--- config.mk ---
export PLATFORM = sky130hd
export DESIGN_NAME = rr_arbiter4
export DESIGN_NICKNAME = d
export VERILOG_FILES = /design/src/rtl/rr_arbiter4.sv
export SDC_FILE = /design/constraint.sdc
export NUM_CORES = 1
export LEC_CHECK = 0
export ABC_AREA = 1
export BUFFER_PORTS_ARGS = -buffer_cell sky130_fd_sc_hd__buf_4
export CORE_MARGIN = 1
export CORE_UTILIZATION = 45
export CTS_CLUSTER_DIAMETER = 30
export DETAILED_ROUTE_END_ITERATION = 7
export HOLD_SLACK_MARGIN = 0.02
export PLACE_DENSITY = 0.75
export SLEW_MARGIN = 0
export SYNTH_ARGS = -nofsm -noshare
export SYNTH_HDL_FRONTEND = slang
export SYNTH_SLANG_ARGS = --single-unit
--- constraint.sdc ---
create_clock -name clk -period 1.3 [get_ports clk]
set_input_delay 0.195 -clock clk [delete_from_list [all_inputs] [get_ports clk]]
set_output_delay 0.195 -clock clk [all_outputs]
set_load 0.1 [all_outputs]
--- src/rtl/rr_arbiter4.sv ---
// rr_arbiter4: four-requester round-robin arbiter with a registered one-hot
// grant, rotating priority pointer and a hold-time watchdog.
module rr_arbiter4 #(
  parameter int TIMEOUT = 15
) (
  input  logic       clk,
  input  logic       reset,
  input  logic [3:0] req,
  input  logic [3:0] done,
  output logic [3:0] gnt,
  output logic [1:0] gnt_id,
  output logic       gnt_valid,
  output logic       timeout
);

  localparam int CW = $clog2(TIMEOUT + 1);
  localparam logic [CW-1:0] CNT_LAST = CW'(TIMEOUT - 1);

  typedef enum logic {IDLE = 1'b0, BUSY = 1'b1} state_t;

  state_t        state_q, state_d;
  logic [1:0]    ptr_q, ptr_d;
  logic [CW-1:0] cnt_q, cnt_d;
  logic [3:0]    gnt_q, gnt_d;
  logic [1:0]    gnt_id_q, gnt_id_d;
  logic          gnt_valid_q, gnt_valid_d;
  logic          timeout_q, timeout_d;

  logic [1:0]    win;
  logic          win_found;
  logic          rel;

  // Priority search starting at ptr, wrapping mod 4; first requester wins.
  always_comb begin
    win       = 2'd0;
    win_found = 1'b0;
    for (int k = 0; k < 4; k++) begin
      if (!win_found && req[ptr_q + 2'(k)]) begin
        win       = ptr_q + 2'(k);
        win_found = 1'b1;
      end
    end
  end

  // Holder releases by strobing done or by dropping its own request.
  assign rel = done[gnt_id_q] | ~req[gnt_id_q];

  // Next-state: grant from IDLE, release or watchdog revocation from BUSY.
  always_comb begin
    state_d     = state_q;
    ptr_d       = ptr_q;
    cnt_d       = cnt_q;
    gnt_d       = gnt_q;
    gnt_id_d    = gnt_id_q;
    gnt_valid_d = gnt_valid_q;
    timeout_d   = 1'b0;
    case (state_q)
      IDLE: begin
        if (win_found) begin
          state_d     = BUSY;
          gnt_d       = 4'b0001 << win;
          gnt_id_d    = win;
          gnt_valid_d = 1'b1;
          cnt_d       = '0;
        end
      end
      BUSY: begin
        if (rel || cnt_q == CNT_LAST) begin
          // Release takes precedence, so timeout only fires without one.
          state_d     = IDLE;
          gnt_d       = 4'b0000;
          gnt_id_d    = 2'd0;
          gnt_valid_d = 1'b0;
          cnt_d       = '0;
          ptr_d       = gnt_id_q + 2'd1;
          timeout_d   = ~rel;
        end else begin
          cnt_d = cnt_q + CW'(1);
        end
      end
      default: state_d = IDLE;
    endcase
  end

  // State and registered outputs; reset overrides any grant in flight.
  always_ff @(posedge clk) begin
    if (reset) begin
      state_q     <= IDLE;
      ptr_q       <= 2'd0;
      cnt_q       <= '0;
      gnt_q       <= 4'b0000;
      gnt_id_q    <= 2'd0;
      gnt_valid_q <= 1'b0;
      timeout_q   <= 1'b0;
    end else begin
      state_q     <= state_d;
      ptr_q       <= ptr_d;
      cnt_q       <= cnt_d;
      gnt_q       <= gnt_d;
      gnt_id_q    <= gnt_id_d;
      gnt_valid_q <= gnt_valid_d;
      timeout_q   <= timeout_d;
    end
  end

  assign gnt       = gnt_q;
  assign gnt_id    = gnt_id_q;
  assign gnt_valid = gnt_valid_q;
  assign timeout   = timeout_q;

endmodule

==> results of run 1 <==
-- cells by family (layout without fill, tap and decap cells) --
logic type,Yosys count,count (layout),synth area share (%)
fa+ha+maj,2,2,2.60
compound gates,17,17,10.7
simple gates,85,85,42.5
flops,15,15,31.2
xor+xnor,3,3,2.73
buf+inv,23,57,10.3
-- flip-flops by register name, indices dropped and copies added (netlist names) --
register   flops
ptr_q          2
gnt            4
gnt_valid      1
gnt_id         2
timeout        1
cnt_q          4
state_q        1
-- placed cells by master (no fill, tap or decap), drive strengths merged --
| cell type | Yosys | layout |
|---|---|---|
| ha | 2 | 2 |
| clkbuf | 1 | 4 |
| nand2 | 50 | 50 |
| a21oi | 7 | 7 |
| dfxtp | 15 | 15 |
| clkinv | 0 | 1 |
| nor2 | 14 | 14 |
| or2 | 1 | 1 |
| o211ai | 1 | 1 |
| xor2 | 1 | 1 |
| o22ai | 2 | 2 |
| buf | 1 | 31 |
| nand3b | 3 | 3 |
| nand3 | 17 | 17 |
| a31oi | 1 | 1 |
| o21a | 2 | 2 |
| a22oi | 1 | 1 |
| o21ai | 3 | 3 |
| xnor2 | 2 | 2 |
| inv | 21 | 21 |
-- synth_stat cells, types with 2 or more instances --
cell type,instances
sky130_fd_sc_hd__a21oi_1,7
sky130_fd_sc_hd__dfxtp_1,15
sky130_fd_sc_hd__ha_1,2
sky130_fd_sc_hd__inv_1,18
sky130_fd_sc_hd__inv_2,2
sky130_fd_sc_hd__nand2_1,41
sky130_fd_sc_hd__nand2_2,7
sky130_fd_sc_hd__nand2_4,2
sky130_fd_sc_hd__nand3_1,16
sky130_fd_sc_hd__nand3b_1,3
sky130_fd_sc_hd__nor2_1,9
sky130_fd_sc_hd__nor2_2,4
sky130_fd_sc_hd__o21a_1,2
sky130_fd_sc_hd__o22ai_1,2
sky130_fd_sc_hd__xnor2_1,2
-- layout make-up --
type	count	area, sq um	area share, %
inverter	21	88.8	6.14
clock buffer	3	22.5	1.56
clock inverter	1	5.00	0.346
tap	27	33.8	2.34
sequential	15	314	21.7
timing repair buffer	32	274	18.9
multi-input combinational	107	708	49.0
-- metal layers --
metal  wire length, microns  track usage [%]  vias up
met5                      0                0        -
met1                   1160             28.8      502
met2                   1380             33.3       43
met3                    120             4.07        4
met4                     40             5.56        0
li1                       -                -      526
-- report_power, final --
group	switching [mW]	total, mW	internal, mW
Combinational	1.88	2.86	0.989
Clock	0.161	0.275	0.114
Sequential	0.130	0.741	0.612
-- repair_timing --
item,CTS,global route
gates resized for setup,9,31
endpoints found under the setup margin,14,15
hold endpoints to repair,0,0
setup buffers,1,0
gates cloned,0,1
pin swaps,2,16
-- metrics by stage --
stage          hold WS (ns)  power, mW  TNS, ns
6_report              0.131       3.88    -3.28
3_5_place_dp          0.441       2.97    -2.55
4_1_cts               0.134       3.40    -2.22
5_1_grt               0.136       4.08    -4.38
2_1_floorplan         0.469       2.41    -1.32
3_3_place_gp          0.442       2.93    -2.00
-- path summary, 6_finish.rpt --
kind                    startpoint                   to  slack [ns]  cells past startpoint
max reg2reg  ptr_q[0]$_SDFFE_PP0P_  gnt[0]$_SDFFE_PP0P_       -0.32                     13
max          ptr_q[0]$_SDFFE_PP0P_  gnt[0]$_SDFFE_PP0P_       -0.32                     13
min                          reset  gnt[1]$_SDFFE_PP0P_        0.13                      2
min reg2reg    gnt[1]$_SDFFE_PP0P_  gnt[1]$_SDFFE_PP0P_        0.49                      2
==> results.md, run 1 <==
* Leak at 0.690 nW
* Inst Count DP at 200
* Count of nets left with antenna violations after detail routing at 0
* Syn Area/Cell at 6.64 sq um
* Violated checks: negative setup slack
* FP Rows at 16
* DR vias/cell at 5.22
* Post-detailed-routing wire length at 2700 microns
* Highest Clock Rate at 0.617 GHz
* Total of fill cells in the finished design at 134
* H-tree Lvls at 1
* Starting density of the core at 48.5%
* Total grt overflow at 0
* Most used cell along the critical path: sky130_fd_sc_hd__nor2_1
* Largest vdd supply drop at 1660 uV
* Net total in the final layout at 192
* Share of Yosys cell area claimed by the top area cell type at 31.2%
* IO Count at 18
* Chip Width at 48.2 microns
* Top cell type by total area after synthesis: sky130_fd_sc_hd__dfxtp_1
* Routed length per placed instance at 13.1 microns
* Die Y at 48.2 microns
* Portion of the post-synthesis area used by sequential elements at 31.2%
* Post-DP HPWL at 1690 microns
* Finished Layout Cells at 206
* Sort of element at the end of the critical path: flip-flop
* Setup slack at placement at -0.280 ns
* Max-slew violation count at 0
* Worst-margin pin slew at 0.278 ns
* Cell at the slowest stage of the critical path: sky130_fd_sc_hd__dfxtp_4
* CP Data Arrival Time at 1.81 ns
* Number of antenna cells inserted at 0
* Required time worst endpoint at 1.49 ns
* Critical path buffer and inverter count at 3
* Cell types with the largest area share after synthesis: sky130_fd_sc_hd__dfxtp_1, sky130_fd_sc_hd__nand2_1, sky130_fd_sc_hd__nand3_1
* Kind of start point of the critical path: flip-flop
* Final cell area excluding filler cells at 0.00145 sq mm
* Area growth from synthesis to final layout at 50.3%
* Final weighted congestion in routability-driven placement at 0.796
* DRC Markers at 0
* Result of the run: finished, violations left
* Ratio of total power to cell area at 2680 mW/mm^2
* Fraction of the cycle the final worst path needs at 125%
* Number of buffers inserted during clock tree synthesis at 3
* Number of clock sinks at 15
* Global-route wire length before repair at 3420 microns
* Unrepaired setup endpoints after global routing: yes
* Floorplan die area at 0.00233 sq mm
* Final period demand of the worst path at 1.62 ns
* Number of port buffers at 17
* Slew Limit Headroom at 81.6%
* Number of hold violations in the final report at 0
* Warnings from Yosys at 0
* Seq cells post-synth at 15
* Post-CTS clock slew at the launch and capture registers of the worst setup and hold paths at 0.09 ns
* Number of global-route vias before repair at 835
* Number of enable-type register cells in the synthesized netlist at 0
* CTS Root Cell: sky130_fd_sc_hd__clkbuf_4
* Number of library cell types mapped by synthesis at 28
* Final critical-path setup slack at -0.321 ns
* Clock tree from TritonCTS: done
* Clk_skew at 0.00341 ns
* DRC marker count from the first detailed-route iteration at 27
* Post-synth net total at 157
* Setup violations, final at 13
* Cell-by-cell trace of the critical path: buf_12 -> inv_8 -> nand2_1 -> nand2_1 -> nor2_1 -> nor2_2 -> nand3_4 -> nand2_8 -> inv_4 -> nand2_2 -> nor2_2 -> nor2_1 -> nor2_1
* Largest stage delay on the critical path at 0.37 ns
* Maximum root-to-sink buffer count at 2
* Cell Area, Placed at 0.00124 sq mm
* Core area at 0.00198 sq mm
* Predominant post-synthesis flop cell: sky130_fd_sc_hd__dfxtp_1
* Fraction of final layout cells sized beyond drive strength 1 at 49.7%
* Number of iterations in the first detailed-routing pass at 5
* Final Core Density at 73.0%
* Critical Path Fanout Max at 9
* Synthesized area at 962 sq um
* Worst hold-check path type: in2reg
* Critical path start-end classification: reg2reg
* Number of buffers inserted for hold repair after clock tree synthesis at 0
* Routed vias at 1075
* Initial antenna violation count at 0
* Maximum number of pins on one net before global-route repair at 11
* Clock network latency to the later pin of the worst-skew pair at 0.28 ns
* Overall Global Routing Usage at 20.9%
* Synthesized instance count at 145
* Kind of cell adding the most delay to the critical path: simple AND/OR/NAND/NOR gates
* Number of maximum-capacitance violations at 0
* Fraction of synthesis flops using an asynchronous set or reset pin at 0%
(Power assumes the default switching activity.)
==> inputs of run 2 (changes only) <==
Settings changed: CORE_UTILIZATION 45 to 48, PLACE_DENSITY 0.75 to 0.79.
==> results.md, run 2 (synthesis gave the netlist of run 1 again) <==
* Result of the run: finished, violations left
* Violated checks: negative setup slack
* Post-CTS clock slew at the launch and capture registers of the worst setup and hold paths at 0.09 ns (about the same)
* Post-detailed-routing wire length at 3200 microns (+18%)
* Number of maximum-capacitance violations at 0 (unchanged)
* Number of clock sinks at 15 (unchanged)
* Fraction of the cycle the final worst path needs at 124% (-1.1 points)
* Crit path launch: ptr_q[0]$_SDFFE_PP0P_
* Number of buffers inserted during clock tree synthesis at 3 (unchanged)
* Final cell area excluding filler cells at 0.00153 sq mm (+5.7%)
* Highest Clock Rate at 0.623 GHz (+0.91%)
* Chip Width at 46.8 microns (-3.0%)
* Area of all sequential standard cells at 317 sq um (+0.80%)
* Number of antenna cells inserted at 0 (unchanged)
* Depth of the worst register-to-register path at 14 (+1)
* Routed length per placed instance at 15.4 microns (+17%)
* Area growth from synthesis to final layout at 58.9%
* Commonest non-fill, non-tap cells in the layout: sky130_fd_sc_hd__buf_4, sky130_fd_sc_hd__nand2_1, sky130_fd_sc_hd__nand2_2, sky130_fd_sc_hd__inv_1, sky130_fd_sc_hd__dfxtp_1
* DRC Markers at 0 (unchanged)
* Number of port buffers at 17 (unchanged)
* DR vias/cell at 5.49 (+5.2%)
* Global-route wire length before repair at 3850 microns (+13%)
* Hold wc startpoint: reset
* Kind of cell adding the most delay to the critical path: simple AND/OR/NAND/NOR gates
* Initial antenna violation count at 0 (unchanged)
* Slew Limit Headroom at 78.9% (-2.7 points)
* Most common library cell in the layout ignoring fill and taps: sky130_fd_sc_hd__buf_4
* Largest stage delay on the critical path at 0.38 ns (about the same)
* Unrepaired setup endpoints after global routing: yes
* Count of nets left with antenna violations after detail routing at 0 (unchanged)
* Max-slew violation count at 0 (unchanged)
* Starting density of the core at 53.4% (+4.9 points)
* Leak at 0.713 nW (+3.4%)
* Kind of start point of the critical path: flip-flop
* CTS Root Cell: sky130_fd_sc_hd__clkbuf_4
* Die Y at 46.8 microns (-3.0%)
* Destination of the worst hold path: gnt_valid$_SDFFE_PP0P_
* Number of hold violations in the final report at 0 (unchanged)
* Number of buffers inserted for hold repair after clock tree synthesis at 0 (unchanged)
* Floorplan die area at 0.00219 sq mm (-6.0%)
* Total of fill cells in the finished design at 95 (-29%)
* Footprint of the multi-input gates at 752 sq um (+6.2%)
* Number of global-route vias before repair at 955 (+14%)
* Sort of element at the end of the critical path: flip-flop
* Worst hold-check path type: in2reg
* Post-DP HPWL at 1790 microns (+5.4%)
* Clock tree from TritonCTS: done
* Overall Global Routing Usage at 25.4% (+4.5 points)
* Largest vdd supply drop at 1880 uV (+13%)
* Routed vias at 1142 (+6.2%)
* Cell at the slowest stage of the critical path: sky130_fd_sc_hd__dfxtp_4
* Core area at 0.00180 sq mm (-9.1%)
* Worst-margin pin slew at 0.316 ns (+0.0375 ns)
* Critical Path Fanout Max at 9 (unchanged)
* H-tree Lvls at 1 (unchanged)
* Capture point of the worst reg-to-reg path: gnt[0]$_SDFFE_PP0P_
* DRC marker count from the first detailed-route iteration at 19 (-30%)
* IO Count at 18 (unchanged)
* Total grt overflow at 0 (unchanged)
* Final weighted congestion in routability-driven placement at 0.850 (+6.7%)
* Worst hold path stage count at 2 (unchanged)
* Reg-to-reg startpoint: ptr_q[0]$_SDFFE_PP0P_
* Maximum number of pins on one net before global-route repair at 11 (unchanged)
* Maximum root-to-sink buffer count at 2 (unchanged)
* Fraction of final layout cells sized beyond drive strength 1 at 56.3% (+6.6 points)
* R2R Setup Slk at -0.31 ns (about the same)
* Number of iterations in the first detailed-routing pass at 4 (-1)
* Final period demand of the worst path at 1.61 ns (-0.0147 ns)
* Clock network latency to the later pin of the worst-skew pair at 0.29 ns (about the same)
* Power, Total at 4.13 mW (+6.4%)
* Critical path start-end classification: reg2reg
* Cell Area, Placed at 0.00122 sq mm (-1.4%)
* CP Data Arrival Time at 1.80 ns (about the same)
* Critical path buffer and inverter count at 3 (unchanged)
* Net total in the final layout at 196 (+2.1%)
* Final critical-path setup slack at -0.306 ns (+0.0147 ns)
* FP Rows at 15 (-1)
* Ratio of total power to cell area at 2700 mW/mm^2 (+0.62%)
* Setup violations, final at 14 (+1)
* Clk_skew at 0.00211 ns (-0.00130 ns)
* Required time worst endpoint at 1.49 ns (about the same)
* Cell-by-cell trace of the critical path: buf_12 -> inv_8 -> nand2_1 -> nand2_2 -> nand2_2 -> nand2_4 -> nor2_4 -> nand3_4 -> nand2_8 -> inv_8 -> nand2_2 -> nor2_1 -> nor2_1 -> nor2_1
-- run 2: cell types whose count changed in the layout (fill, tap and decap cells not counted), sizes merged --
cell,change
buf,+4
clkbuf,+1
clkinv,-1
-- run 2: metrics by stage --
| step | utilization, % | hold slack [ns] | setup TNS, ns | setup WS, ns | instances |
|---|---|---|---|---|---|
| floorplan | - | 0.469 | -1.32 | -0.145 | 145 |
| global placement | 67.8 | 0.442 | -1.81 | -0.197 | 196 |
| detailed placement | 67.8 | 0.448 | -2.56 | -0.274 | 196 |
| CTS | 72.8 | 0.137 | -2.18 | -0.233 | 202 |
| global route | 84.9 | 0.148 | -5.60 | -0.527 | 208 |
| finish | 84.9 | 0.142 | -3.14 | -0.306 | 208 |
-- run 2: final cells by class --
class | instances | share of cell area [%]
Inverter | 21 | 6.46
Multi-Input combinational cell | 107 | 49.2
Timing Repair Buffer | 36 | 19.9
Sequential cell | 15 | 20.7
Clock buffer | 4 | 1.72
Tap cell | 25 | 2.05
-- run 2: worst max path at each step --
stage	end	slack, ns	cells past startpoint
2_1_floorplan	gnt_id[0]$_SDFFE_PP0P_	-0.14	10
3_3_place_gp	gnt[0]$_SDFFE_PP0P_	-0.20	14
3_5_place_dp	gnt[2]$_SDFFE_PP0P_	-0.27	11
4_1_cts	gnt[2]$_SDFFE_PP0P_	-0.23	11
5_1_grt	gnt[0]$_SDFFE_PP0P_	-0.53	13
6_report	gnt[0]$_SDFFE_PP0P_	-0.31	14
-- run 2: worst register-to-register path: cells and delay by family (launching register included) --
kind                   cells  cell delay [ns]
flip-flops                 1             0.38
AND/OR/NAND/NOR           11             0.89
buffers and inverters      3             0.22
-- run 2: per-layer routing --
metal / share of wire (%) / vias to the layer above / GRT usage [%]
li1: - / 538 / -
met1: 38 / 543 / 27.2
met2: 53 / 43 / 49.4
met3: 4.1 / 18 / 3.85
met4: 4.1 / 0 / 9.14
met5: 0 / - / 0
-- run 2: repair_timing --
item / CTS / global route
pin swaps: 6 / 17
setup buffers: 2 / 5
setup endpoints to repair: 14 / 15
resized for setup: 15 / 42
cloned: 0 / 1
-- run 2: power by group --
part | total (mW) | leakage [nW] | switching (mW) | internal (mW)
Clock | 0.274 | 0.0150 | 0.154 | 0.120
Sequential | 0.759 | 0.126 | 0.144 | 0.615
Combinational | 3.09 | 0.572 | 2.00 | 1.10
